### src/rtl/note_lane_scheduler.sv
// note_lane_scheduler
//
// Tempo-driven scheduler that shares one note-scroll position datapath
// between LANES note lanes. A divider produces one scroll tick every
// TICK_DIV cycles while running. On each tick, one requesting lane is
// picked round-robin and its position advances by POS_STEP. Positions
// wrap from POS_MAX back to 0.
//
// Ports:
//   clk        in   system clock, rising edge
//   reset      in   synchronous, active-high reset
//   start      in   level: IDLE->RUN, PAUSE->RUN
//   pause      in   level: RUN->PAUSE, suppresses a coincident tick
//   stop       in   level: any state->IDLE, clears positions and arbiter
//   req        in   per-lane advance request, sampled on tick cycles only
//   pos_sel    in   lane index for the sel_pos read port
//   map_pulse  out  one-cycle advance strobe to the drawing logic
//   grant      out  one-hot granted lane, zero unless map_pulse
//   grant_lane out  index of the most recently granted lane
//   lane_pos   out  post-update position of the most recently granted lane
//   wrap       out  with map_pulse: the granted lane wrapped to 0
//   sel_pos    out  combinational read of the position of lane pos_sel
//   state      out  0 IDLE, 1 RUN, 2 PAUSE
module note_lane_scheduler #(
    parameter int LANES    = 4,
    parameter int TICK_DIV = 16,
    parameter int POS_STEP = 4,
    parameter int POS_MAX  = 16
) (
    input  logic                     clk,
    input  logic                     reset,
    input  logic                     start,
    input  logic                     pause,
    input  logic                     stop,
    input  logic [LANES-1:0]         req,
    input  logic [$clog2(LANES)-1:0] pos_sel,
    output logic                     map_pulse,
    output logic [LANES-1:0]         grant,
    output logic [$clog2(LANES)-1:0] grant_lane,
    output logic [7:0]               lane_pos,
    output logic                     wrap,
    output logic [7:0]               sel_pos,
    output logic [1:0]               state
);

    localparam int LW = $clog2(LANES);
    localparam int DW = (TICK_DIV > 1) ? $clog2(TICK_DIV) : 1;
    localparam logic [DW-1:0] DIV_LAST  = DW'(TICK_DIV - 1);
    localparam logic [LW-1:0] LANE_LAST = LW'(LANES - 1);
    localparam logic [7:0]    STEP8     = 8'(POS_STEP);
    localparam logic [7:0]    MAX8      = 8'(POS_MAX);

    typedef enum logic [1:0] {
        ST_IDLE  = 2'd0,
        ST_RUN   = 2'd1,
        ST_PAUSE = 2'd2
    } state_t;

    // Round-robin pick: search starts one past the last winner.
    // Returns {found, index}.
    function automatic logic [LW:0] rr_pick(input logic [LANES-1:0] r,
                                            input logic [LW-1:0]    last);
        logic          found;
        logic [LW-1:0] w;
        int            k;
        found = 1'b0;
        w     = '0;
        for (int i = 1; i <= LANES; i++) begin
            k = (int'(last) + i) % LANES;
            if (!found && r[k]) begin
                found = 1'b1;
                w     = LW'(k);
            end
        end
        return {found, w};
    endfunction

    // Position advance with wrap. Returns {wrapped, new_pos}.
    function automatic logic [8:0] pos_advance(input logic [7:0] p);
        if (p == MAX8) begin
            return {1'b1, 8'd0};
        end
        return {1'b0, p + STEP8};
    endfunction

    state_t          state_q, state_d;
    logic [DW-1:0]   div_q, div_d;
    logic [LW-1:0]   last_q, last_d;
    logic [7:0]      pos_q [LANES];
    logic [7:0]      pos_d [LANES];

    logic            map_pulse_q, map_pulse_d;
    logic [LANES-1:0] grant_q, grant_d;
    logic [LW-1:0]   grant_lane_q, grant_lane_d;
    logic [7:0]      lane_pos_q, lane_pos_d;
    logic            wrap_q, wrap_d;

    logic            tick;
    logic            fire;
    logic [LW:0]     pick;
    logic            win_found;
    logic [LW-1:0]   win_idx;
    logic [7:0]      win_pos;
    logic [8:0]      adv;

    // Tick qualification and arbitration
    always_comb begin
        tick      = (state_q == ST_RUN) && (div_q == DIV_LAST) && !pause && !stop;
        pick      = rr_pick(req, last_q);
        win_found = pick[LW];
        win_idx   = pick[LW-1:0];
        fire      = tick && win_found;
        win_pos   = 8'd0;
        for (int i = 0; i < LANES; i++) begin
            if (win_idx == LW'(i)) begin
                win_pos = pos_q[i];
            end
        end
        adv = pos_advance(win_pos);
    end

    // FSM next state and divider
    always_comb begin
        state_d = state_q;
        div_d   = div_q;
        case (state_q)
            ST_IDLE: begin
                div_d = '0;
                if (!stop && !pause && start) begin
                    state_d = ST_RUN;
                end
            end
            ST_RUN: begin
                if (stop) begin
                    state_d = ST_IDLE;
                    div_d   = '0;
                end else if (pause) begin
                    // Hold the divider so a suppressed tick is retried
                    // on the first RUN cycle after resume.
                    state_d = ST_PAUSE;
                end else if (div_q == DIV_LAST) begin
                    div_d = '0;
                end else begin
                    div_d = div_q + 1'b1;
                end
            end
            ST_PAUSE: begin
                if (stop) begin
                    state_d = ST_IDLE;
                    div_d   = '0;
                end else if (start && !pause) begin
                    state_d = ST_RUN;
                end
            end
            default: begin
                state_d = ST_IDLE;
                div_d   = '0;
            end
        endcase
    end

    // Position registers, arbiter history and registered outputs
    always_comb begin
        last_d       = last_q;
        map_pulse_d  = fire;
        grant_d      = '0;
        grant_lane_d = grant_lane_q;
        lane_pos_d   = lane_pos_q;
        wrap_d       = 1'b0;
        for (int i = 0; i < LANES; i++) begin
            pos_d[i] = pos_q[i];
        end

        if (stop) begin
            last_d = LANE_LAST;
            for (int i = 0; i < LANES; i++) begin
                pos_d[i] = 8'd0;
            end
        end else if (fire) begin
            last_d       = win_idx;
            grant_lane_d = win_idx;
            lane_pos_d   = adv[7:0];
            wrap_d       = adv[8];
            for (int i = 0; i < LANES; i++) begin
                if (win_idx == LW'(i)) begin
                    pos_d[i]   = adv[7:0];
                    grant_d[i] = 1'b1;
                end
            end
        end
    end

    always_ff @(posedge clk) begin
        if (reset) begin
            state_q      <= ST_IDLE;
            div_q        <= '0;
            last_q       <= LANE_LAST;
            map_pulse_q  <= 1'b0;
            grant_q      <= '0;
            grant_lane_q <= '0;
            lane_pos_q   <= 8'd0;
            wrap_q       <= 1'b0;
            for (int i = 0; i < LANES; i++) begin
                pos_q[i] <= 8'd0;
            end
        end else begin
            state_q      <= state_d;
            div_q        <= div_d;
            last_q       <= last_d;
            map_pulse_q  <= map_pulse_d;
            grant_q      <= grant_d;
            grant_lane_q <= grant_lane_d;
            lane_pos_q   <= lane_pos_d;
            wrap_q       <= wrap_d;
            for (int i = 0; i < LANES; i++) begin
                pos_q[i] <= pos_d[i];
            end
        end
    end

    // Read port; out-of-range selects read as 0
    always_comb begin
        sel_pos = 8'd0;
        for (int i = 0; i < LANES; i++) begin
            if (pos_sel == LW'(i)) begin
                sel_pos = pos_q[i];
            end
        end
    end

    assign map_pulse  = map_pulse_q;
    assign grant      = grant_q;
    assign grant_lane = grant_lane_q;
    assign lane_pos   = lane_pos_q;
    assign wrap       = wrap_q;
    assign state      = state_q;

endmodule

### config.mk
export PLATFORM = sky130hd
export DESIGN_NAME = note_lane_scheduler
export DESIGN_NICKNAME = d
export VERILOG_FILES = /design/src/rtl/note_lane_scheduler.sv
export SDC_FILE = /design/constraint.sdc
export NUM_CORES = 1
export LEC_CHECK = 0
export CORE_UTILIZATION = 38
export CTS_CLUSTER_SIZE = 40
export DETAILED_ROUTE_END_ITERATION = 8
export PLACE_DENSITY = 0.63
export SLEW_MARGIN = 20
export SYNTH_ARGS = -nofsm -noshare
export SYNTH_HDL_FRONTEND = slang
export SYNTH_SLANG_ARGS = --single-unit
### constraint.sdc
create_clock -name clk -period 7.5 [get_ports clk]
set_input_delay 1.5 -clock clk [delete_from_list [all_inputs] [get_ports clk]]
set_output_delay 1.5 -clock clk [all_outputs]
set_load 0.05 [all_outputs]
==> metrics.cfg, run 1 <==
[die]
dieArea_mm2=0.00764
start_util=0.401
pin_count=37
die_w_um=87.4
die_h_um=87.4
core-area_mm2=0.00691
num_rows=30

[clocking]
clock_sinks=56
clockRootBuffer=clkbuf_8
post_cts_buffers=0
cts_hold_buf=0
clk_pin_slew_ns=0.09
clock_latency_ns=0.31
cts_buffer_depth=2
cts-buffers-inserted=5
cts_max_level=2
ctsResizeCount=0
cts_tree=yes

[synthesis]
synthTopCellsByCount=dfxtp_1, nand2_1, a21oi_1, mux4_2, nor2_1
ys_top_cells_by_area=dfxtp_1, mux4_2, nand2_1, a21oi_1, nand3_1
muxShareOfSynthArea=0.164
synthXorXnorAreaFrac=0.0126
syn_area_mm2=0.00277
netlist.area_leader.share=0.405
synth_compound_area_frac=0.144
yosysWarnings=0
synth_simple_gate_area_share=0.221
synth_top_family_by_area=simple AND/OR/NAND/NOR gates
netlist_instances=292
synth_most_common_cell=dfxtp_1
yosysSeqAreaShare=0.405
ys_ff_latch=56
syn_avg_cell_area_um2=9.49
synth_top_area_cell=dfxtp_1
synth_edf_count=0
synth_fa_ha_area_frac=0.00903
synthFlopType=dfxtp_1
async_flop_share=0
synth_nets=305
yosysUniqueCellTypes=51

[global_route]
grt_max_degree=23
overflow=0
grt_use_total=0.185
grt_pass1_vias=2154
grt_pass1_wl_um=10800
antenna_found_initial=0

[power]
seq_power_share=0.594
switchingPower_uw=114
worst_ir_drop_vdd_uv=68.1
p_comb_frac=0.067
p_int_uw=387
power_density_mw_per_mm2=152
leakage_uw=0.00113
p_clk_frac=0.339
switching_share=0.228

[final_layout]
drive_gt1_frac=0.112
multi_input_area_mm2=0.00153
regArea_mm2=0.00112
syn2layout_area_growth_pct=18.7
nets=333
antenna_cells=0
fillCellCount=700

[sta]
drv_slew=0
worstMarginPinSlew_ns=0.827
fmax_mhz=194
rsz0062_at_grt=no
skew_ns=0.00858
maxSlewHeadroom=0.444
hold_viol_final=0
layout_min_cycle_time_ns=5.16
finalCritPeriodShare=0.688
tns_ns=0
layout_setup_ws_ns=2.34
setup_viol=0

[placement]
post-dp-hpwl_um=4660
routabilityCongestion=0.796
dp_slack_ns=2.29
port_buffers=36

[setup_path]
max_stage_delay_ns=0.84
critPathBufInv=2
critical_path_class=in2out
r2r_slack_ns=4.26
cp_common_cell=clkdlybuf4s50_1
path_cells=clkdlybuf4s50_1 > mux4_2 > clkdlybuf4s50_1
path_delay_family=buffers and inverters
crit_path_end_kind=output pin
crit_arrival_ns=3.66
critPathMaxFanout=8
worst_path_max_delay_cell=clkdlybuf4s50_1
critical_path.startpoint_type=primary input
critPathRequiredTime_ns=6.00

[drt]
dr_wl_met3_um=367
met1Wirelength_um=3070
top_layer=met4
drt-total-wl_um=6530
wl_per_cell_um=15.7
drtIter0Drc=184
route.detailed.drc=0
drt_pass1_iterations=4
route.vias.total=2309
vias_per_cell=5.54
wl_met2_um=3000
drtAntennaViolNets=0

[outcome]
outcome=finished clean

[run]
max_cap_violations=0

[hold_path]
min-delay-path-class=reg2reg

==> final timing paths <==
kind	start	to	cells past startpoint
max	pos_sel[0]	sel_pos[6]	3
min	lane_pos[0]$_SDFFE_PP0P_	lane_pos[0]$_SDFFE_PP0P_	2
max reg2reg	last_q[0]$_SDFFE_PP1P_	pos_q[1][2]$_SDFFE_PP0P_	10
min reg2reg	lane_pos[0]$_SDFFE_PP0P_	lane_pos[0]$_SDFFE_PP0P_	2
==> cell type report <==
type                       count  area share
tap                           96      0.0365
multi-input combinational    206       0.464
timing repair buffer          40       0.119
sequential                    56       0.341
clock buffer                   8      0.0274
inverter                      11      0.0126
==> flip-flops by register name, summed over array words and instances (netlist names) <==
signal      cells
pos_q          32
lane_pos        8
div_q           4
grant           4
grant_lane      2
last_q          2
state           2
map_pulse       1
wrap            1
==> routing by layer <==
metal	track usage	vias up
met5	0	-
met1	0.257	1101
met2	0.293	76
met4	0.0537	0
li1	-	1121
met3	0.0360	11
==> cells by family (layout without fill, tap and decap cells) <==
logic type      count (synthesis)  after routing
buf+inv                        30             59
flops                          56             56
fa+ha+maj                       2              2
xor+xnor                        4              4
compound gates                 60             60
mux                            24             24
simple gates                  116            116
==> through the flow <==
| stage | power [uW] | utilization | area [um^2] | std cells | hold WS (ns) |
|---|---|---|---|---|---|
| after floorplan | 326 | - | 2770 | 292 | 0.439 |
| after global placement | 338 | 0.463 | 3200 | 409 | 0.442 |
| after detailed placement | 338 | 0.463 | 3200 | 409 | 0.449 |
| after CTS | 504 | 0.476 | 3290 | 417 | 0.462 |
| after global routing | 520 | 0.476 | 3290 | 417 | 0.478 |
| final | 501 | 0.476 | 3290 | 417 | 0.457 |
==> worst min-delay path: cells and delay by family (launching register included) <==
| kind | cells | cell delay [ns] |
|---|---|---|
| simple gates | 1 | 0.05 |
| flops | 1 | 0.32 |
| compound gates | 1 | 0.05 |
==> cells in the final DEF, fill, tap and decap left out, drive strengths merged, types with 2 or more instances in the layout <==
cell type | Yosys | final
dfxtp | 56 | 56
clkdlybuf4s50 | 0 | 36
nand2 | 33 | 33
a21oi | 22 | 22
nor2 | 18 | 18
mux4 | 17 | 17
nand3 | 15 | 15
inv | 11 | 11
nor3 | 11 | 11
and2 | 9 | 9
o21ai | 9 | 9
o31ai | 8 | 8
clkbuf | 14 | 8
nand2b | 7 | 7
o211ai | 5 | 5
or3 | 5 | 5
mux2i | 5 | 5
buf | 5 | 4
a211oi | 4 | 4
nand3b | 3 | 3
a22oi | 3 | 3
xnor2 | 2 | 2
xor2 | 2 | 2
o32ai | 2 | 2
mux2 | 2 | 2
a31oi | 2 | 2
nor4 | 2 | 2
and3 | 2 | 2
ha | 2 | 2
nand4 | 2 | 2
or2 | 2 | 2
==> power by group through the flow <==
stage | Clock [uW] | Combinational [uW] | Sequential (uW)
after global routing | 186 | 36.1 | 298
after CTS | 173 | 33.8 | 298
final | 170 | 33.3 | 298
after global placement | 0 | 33.5 | 304
after floorplan | 0 | 20.4 | 305
after detailed placement | 0 | 33.7 | 304
Power figures use the tool's default switching activity.
==> inputs of run 2 (changes only) <==
==> constraint.sdc (replaced) <==
create_clock -name clk -period 5.2 [get_ports clk]
set_input_delay 1.04 -clock clk [delete_from_list [all_inputs] [get_ports clk]]
set_output_delay 1.04 -clock clk [all_outputs]
set_load 0.05 [all_outputs]
==> run 2 against run 1 <==
  * Combinational power up 47%
  * Clock power up 73%
  * Critical path type unchanged
  * Register-to-register slack worse by 2.3 ns
  * Clock skew up 0.0044 ns
  * Die area unchanged
==> metrics.cfg, run 2 (same netlist as run 1, synthesis figures left out) <==
[setup_path]
r2r_end=pos_q[2][4]$_SDFFE_PP0P_
cp_common_cell=clkdlybuf4s50_1
critPathBufInv=2  ; unchanged
critical_path_class=in2out
r2r_slack_ns=2.01  ; -2.25 ns
max_stage_delay_ns=0.85  ; about the same
r2r-start=last_q[0]$_SDFFE_PP1P_
critical_path.startpoint_type=primary input
critPathRequiredTime_ns=4.16  ; -1.84 ns
path_cells=clkdlybuf4s50_1 > mux4_2 > clkdlybuf4s50_1
reg2regPathDepth=7  ; -3
worst_path_max_delay_cell=clkdlybuf4s50_1
crit_arrival_ns=3.23  ; -0.43 ns
path_delay_family=buffers and inverters
critPathMaxFanout=8  ; unchanged
crit_path_end_kind=output pin

[clocking]
clock_latency_ns=0.32  ; about the same
cts_tree=yes
ctsResizeCount=0  ; unchanged
cts_buffer_depth=2  ; unchanged
clk_pin_slew_ns=0.10  ; about the same
clockRootBuffer=clkbuf_8
clock_sinks=56  ; unchanged
post_cts_buffers=0  ; unchanged
cts-buffers-inserted=5  ; unchanged
cts_max_level=2  ; unchanged
cts_hold_buf=0  ; unchanged

[sta]
drv_slew=0  ; unchanged
tns_ns=0  ; unchanged
rsz0062_at_grt=no
maxSlewHeadroom=0.374  ; -0.0704
hold_viol_final=0  ; unchanged
layout_min_cycle_time_ns=4.27
fmax_mhz=234
worstMarginPinSlew_ns=0.939  ; +0.112 ns
finalCritPeriodShare=0.821
setup_viol=0  ; unchanged
skew_ns=0.0129  ; +0.00436 ns

[global_route]
grt_pass1_vias=2154  ; unchanged
overflow=0  ; unchanged
antenna_found_initial=0  ; unchanged
grt_max_degree=23  ; unchanged
grt_pass1_wl_um=11000  ; +1.7%
grt_use_total=0.189  ; +0.00358

[power]
switchingPower_uw=178  ; +56%
p_clk_frac=0.381  ; +0.042
worst_ir_drop_vdd_uv=106  ; +55%
leakage_uw=0.00115  ; +1.5%
power_density_mw_per_mm2=232  ; +53%
p_comb_frac=0.063  ; -0.004
seq_power_share=0.556  ; -0.038
switching_share=0.230  ; +0.00269
p_int_uw=595  ; +54%

[drt]
drt-total-wl_um=6720  ; +3.0%
wl_per_cell_um=16.1  ; +2.7%
route.vias.total=2316  ; +0.30%
vias_per_cell=5.54  ; about the same
drtAntennaViolNets=0  ; unchanged
drt_pass1_iterations=4  ; unchanged
route.detailed.drc=0  ; unchanged
drtIter0Drc=135  ; -27%

[final_layout]
syn2layout_area_growth_pct=20.0
regMostFlops=pos_q
layout_common_cells=dfxtp_1, clkdlybuf4s50_1, nand2_1, a21oi_1
final_common_cell=dfxtp_1
antenna_cells=0  ; unchanged
nets=334  ; +0.30%
largest_reg_flops=32  ; unchanged
drive_gt1_frac=0.121  ; +0.00897
postLayoutCellArea_mm2=0.00332  ; +1.0%
fillCellCount=694  ; -0.86%

[hold_path]
worst_hold_path.endpoint=grant_lane[1]$_SDFFE_PP0P_
worstHoldStart=grant_lane[1]$_SDFFE_PP0P_
holdPathStages=2  ; unchanged
min-delay-path-class=reg2reg

[run]
max_cap_violations=0  ; unchanged

[die]
pin_count=37  ; unchanged
die_w_um=87.4  ; unchanged
core-area_mm2=0.00691  ; unchanged
num_rows=30  ; unchanged
dieArea_mm2=0.00764  ; unchanged
die_h_um=87.4  ; unchanged
start_util=0.401  ; unchanged

[placement]
post-dp-hpwl_um=4770  ; +2.4%
port_buffers=36  ; unchanged
postPlaceCellArea_mm2=0.00321  ; +0.23%
routabilityCongestion=0.808  ; +1.5%

[outcome]
outcome=finished clean

[run 2: power by group through the flow]
stage / clock network, uW / registers (uW) / logic (uW)
CTS: 300 / 429 / 49.0
global route: 315 / 430 / 52.3
global placement: 0 / 439 / 48.6
detailed placement: 0 / 439 / 48.8
finish: 294 / 429 / 48.8
floorplan: 0 / 440 / 29.4
[run 2: routing by layer]
metal  global-route usage  share of wire
met4               0.0596          0.016
met5                    0              0
met3               0.0445          0.069
met2                0.293           0.44
met1                0.259           0.47
[run 2: area by class of cell]
type                    instances  area, um^2  area share
multi-input cells             206        1530       0.459
flip-flops and latches         56        1120       0.337
repair buffers                 41         398       0.120
well taps                      96         120      0.0361
clock buffers                   5        68.8      0.0207
clock inverters                 3        47.5      0.0143
inverters                      11        41.3      0.0124
[run 2: worst reg2reg max path: stages (launching register included)]
cell and delay (ns):
dfxtp_1 0.37, nand2b_1 0.18, a21oi_2 0.09, a211oi_4 0.65, mux4_2 0.66, or4_1 0.75, nor2_8 0.25, o32ai_1 0.12
[run 2: metrics by stage]
step | util | hold WS [ns] | setup WS, ns | power [uW] | std cells
floorplan | - | 0.439 | 1.81 | 470 | 292
global placement | 0.464 | 0.444 | 0.842 | 488 | 410
detailed placement | 0.464 | 0.446 | 0.782 | 488 | 410
CTS | 0.481 | 0.460 | 0.903 | 778 | 418
global route | 0.481 | 0.476 | 0.840 | 797 | 418
finish | 0.481 | 0.457 | 0.930 | 773 | 418
[run 2: worst max path at each step]
stage               start                        to  slack (ns)  cells after the start
3_5_place_dp       req[2]  pos_q[2][4]$_SDFFE_PP0P_        0.78                      8
4_1_cts        pos_sel[0]                sel_pos[2]        0.90                      3
5_1_grt        pos_sel[0]                sel_pos[2]        0.84                      3
3_3_place_gp       req[2]  pos_q[2][4]$_SDFFE_PP0P_        0.84                      8
2_1_floorplan      req[1]  pos_q[2][4]$_SDFFE_PP0P_        1.81                      8
6_report       pos_sel[0]                sel_pos[6]        0.93                      3
==> inputs of run 3 (changes only) <==
--- a/config.mk
+++ b/config.mk
@@ -8,7 +8,7 @@
 export CORE_UTILIZATION = 38
 export CTS_CLUSTER_SIZE = 40
 export DETAILED_ROUTE_END_ITERATION = 8
-export PLACE_DENSITY = 0.63
+export PLACE_DENSITY = 0.65
 export SLEW_MARGIN = 20
 export SYNTH_ARGS = -nofsm -noshare
 export SYNTH_HDL_FRONTEND = slang
==> constraint.sdc (replaced) <==
create_clock -name clk -period 3.4 [get_ports clk]
set_input_delay 0.68 -clock clk [delete_from_list [all_inputs] [get_ports clk]]
set_output_delay 0.68 -clock clk [all_outputs]
set_load 0.05 [all_outputs]
==> run 3 against run 2 <==
  * Clock-buffer cell count increased by 2
  * Cell area is 5.3% higher
  * Total power up 58%
  * Critical path type is now in2reg
==> metrics.cfg, run 3 (same netlist as run 1, synthesis figures left out) <==
[final_layout]
fillCellCount=662  ; -4.6%
final_common_cell=dfxtp_1
syn2layout_area_growth_pct=26.3
largest_reg_flops=32  ; unchanged
regMostFlops=pos_q
layout_common_cells=dfxtp_1, buf_4, nand2_1, clkdlybuf4s50_1, a21oi_1
antenna_cells=0  ; unchanged
nets=357  ; +6.9%
drive_gt1_frac=0.203  ; +0.0818

[clocking]
cts_max_level=2  ; unchanged
clockRootBuffer=clkbuf_8
cts_tree=yes
cts-buffers-inserted=5  ; unchanged
ctsResizeCount=0  ; unchanged
clock_sinks=56  ; unchanged
cts_hold_buf=0  ; unchanged
clk_pin_slew_ns=0.10  ; about the same
cts_buffer_depth=2  ; unchanged
clock_latency_ns=0.31  ; about the same
post_cts_buffers=0  ; unchanged

[drt]
drtIter0Drc=121  ; -10%
vias_per_cell=5.45  ; -1.6%
drt-total-wl_um=7050  ; +4.8%
wl_per_cell_um=16.0  ; -0.63%
drt_pass1_iterations=4  ; unchanged
route.detailed.drc=0  ; unchanged
route.vias.total=2404  ; +3.8%
drtAntennaViolNets=0  ; unchanged

[die]
pin_count=37  ; unchanged
dieArea_mm2=0.00764  ; unchanged
num_rows=30  ; unchanged
die_w_um=87.4  ; unchanged
die_h_um=87.4  ; unchanged
core-area_mm2=0.00691  ; unchanged
start_util=0.401  ; unchanged

[sta]
drv_slew=0  ; unchanged
rsz0062_at_grt=no
maxSlewHeadroom=0.582  ; +0.209
hold_viol_final=0  ; unchanged
fin_hold_ws_ns=0.458  ; +0.000992 ns
setup_viol=0  ; unchanged
worstMarginPinSlew_ns=0.621  ; -0.318 ns
layout_setup_ws_ns=0.200  ; -0.731 ns
layout_min_cycle_time_ns=3.20
fmax_mhz=312
skew_ns=0.00260  ; -0.0103 ns
finalCritPeriodShare=0.941

[global_route]
grt_pass1_wl_um=11900  ; +8.3%
antenna_found_initial=0  ; unchanged
grt_use_total=0.203  ; +0.0138
grt_max_degree=31  ; +35%
overflow=0  ; unchanged
grt_pass1_vias=2375  ; +10%

[setup_path]
r2r_slack_ns=0.65  ; -1.36 ns
crit_arrival_ns=3.39  ; +0.16 ns
critical_path.startpoint_type=primary input
critical_path_class=in2reg
crit_path_end_kind=flip-flop
critPathRequiredTime_ns=3.59  ; -0.57 ns
critPathMaxFanout=10  ; +2

[power]
worst_ir_drop_vdd_uv=193  ; +83%
leakage_uw=0.00129  ; +12%
power_density_mw_per_mm2=350  ; +50%

[placement]
port_buffers=36  ; unchanged
routabilityCongestion=0.849  ; +5.1%
dp_slack_ns=-0.137  ; -0.919 ns
post-dp-hpwl_um=5100  ; +6.9%

[outcome]
outcome=finished clean

[run]
max_cap_violations=0  ; unchanged

[hold_path]
min-delay-path-class=reg2reg

==> run 3: cell type report <==
class                   instances  area [um^2]  area share
multi-input cells             206         1530       0.436
clock inverters                 1         30.0     0.00858
well taps                      96          120      0.0343
inverters                      11         41.3      0.0118
flip-flops and latches         56         1120       0.320
repair buffers                 64          563       0.161
clock buffers                   7         96.3      0.0275
==> run 3: worst paths after layout <==
| kind | from | end | cells past startpoint |
|---|---|---|---|
| worst max register to register | last_q[0]$_SDFFE_PP1P_ | pos_q[2][5]$_SDFFE_PP0P_ | 9 |
| worst min register to register | lane_pos[1]$_SDFFE_PP0P_ | lane_pos[1]$_SDFFE_PP0P_ | 2 |
| worst min-delay path | lane_pos[1]$_SDFFE_PP0P_ | lane_pos[1]$_SDFFE_PP0P_ | 2 |
| worst max-delay path | req[3] | pos_q[2][5]$_SDFFE_PP0P_ | 10 |
==> run 3: metrics by stage <==
stage          instances  setup TNS [ns]  total power (uW)   util  cell area, um^2
5_1_grt              441               0              1260  0.507             3500
2_1_floorplan        292               0               718      -             2770
3_3_place_gp         433           -1.28               758  0.488             3370
3_5_place_dp         433           -1.90               759  0.488             3370
6_report             441               0              1220  0.507             3500
4_1_cts              441               0              1230  0.507             3500
==> run 3: where the power goes <==
group          internal [uW]  switching (uW)  leakage (uW)
Combinational           40.7            46.2      0.000771
Sequential               656           0.509      0.000451
Clock                    260             220     0.0000645
==> run 3: critical path, stage by stage <==
cell and delay (ns):
clkdlybuf4s50_1 0.46, nand2b_1 0.13, o21ai_2 0.09, a211oi_4 0.37
buf_12 0.16, mux4_2 0.49, or4_1 0.50, buf_4 0.19
nor2_8 0.18, o32ai_1 0.12
==> run 3: layer usage <==
layer	vias up	wire length (um)	global-route usage
met3	16	427	0.0389
met5	-	0	0
met1	1139	3170	0.258
li1	1165	-	-
met2	84	3310	0.344
met4	0	145	0.0671
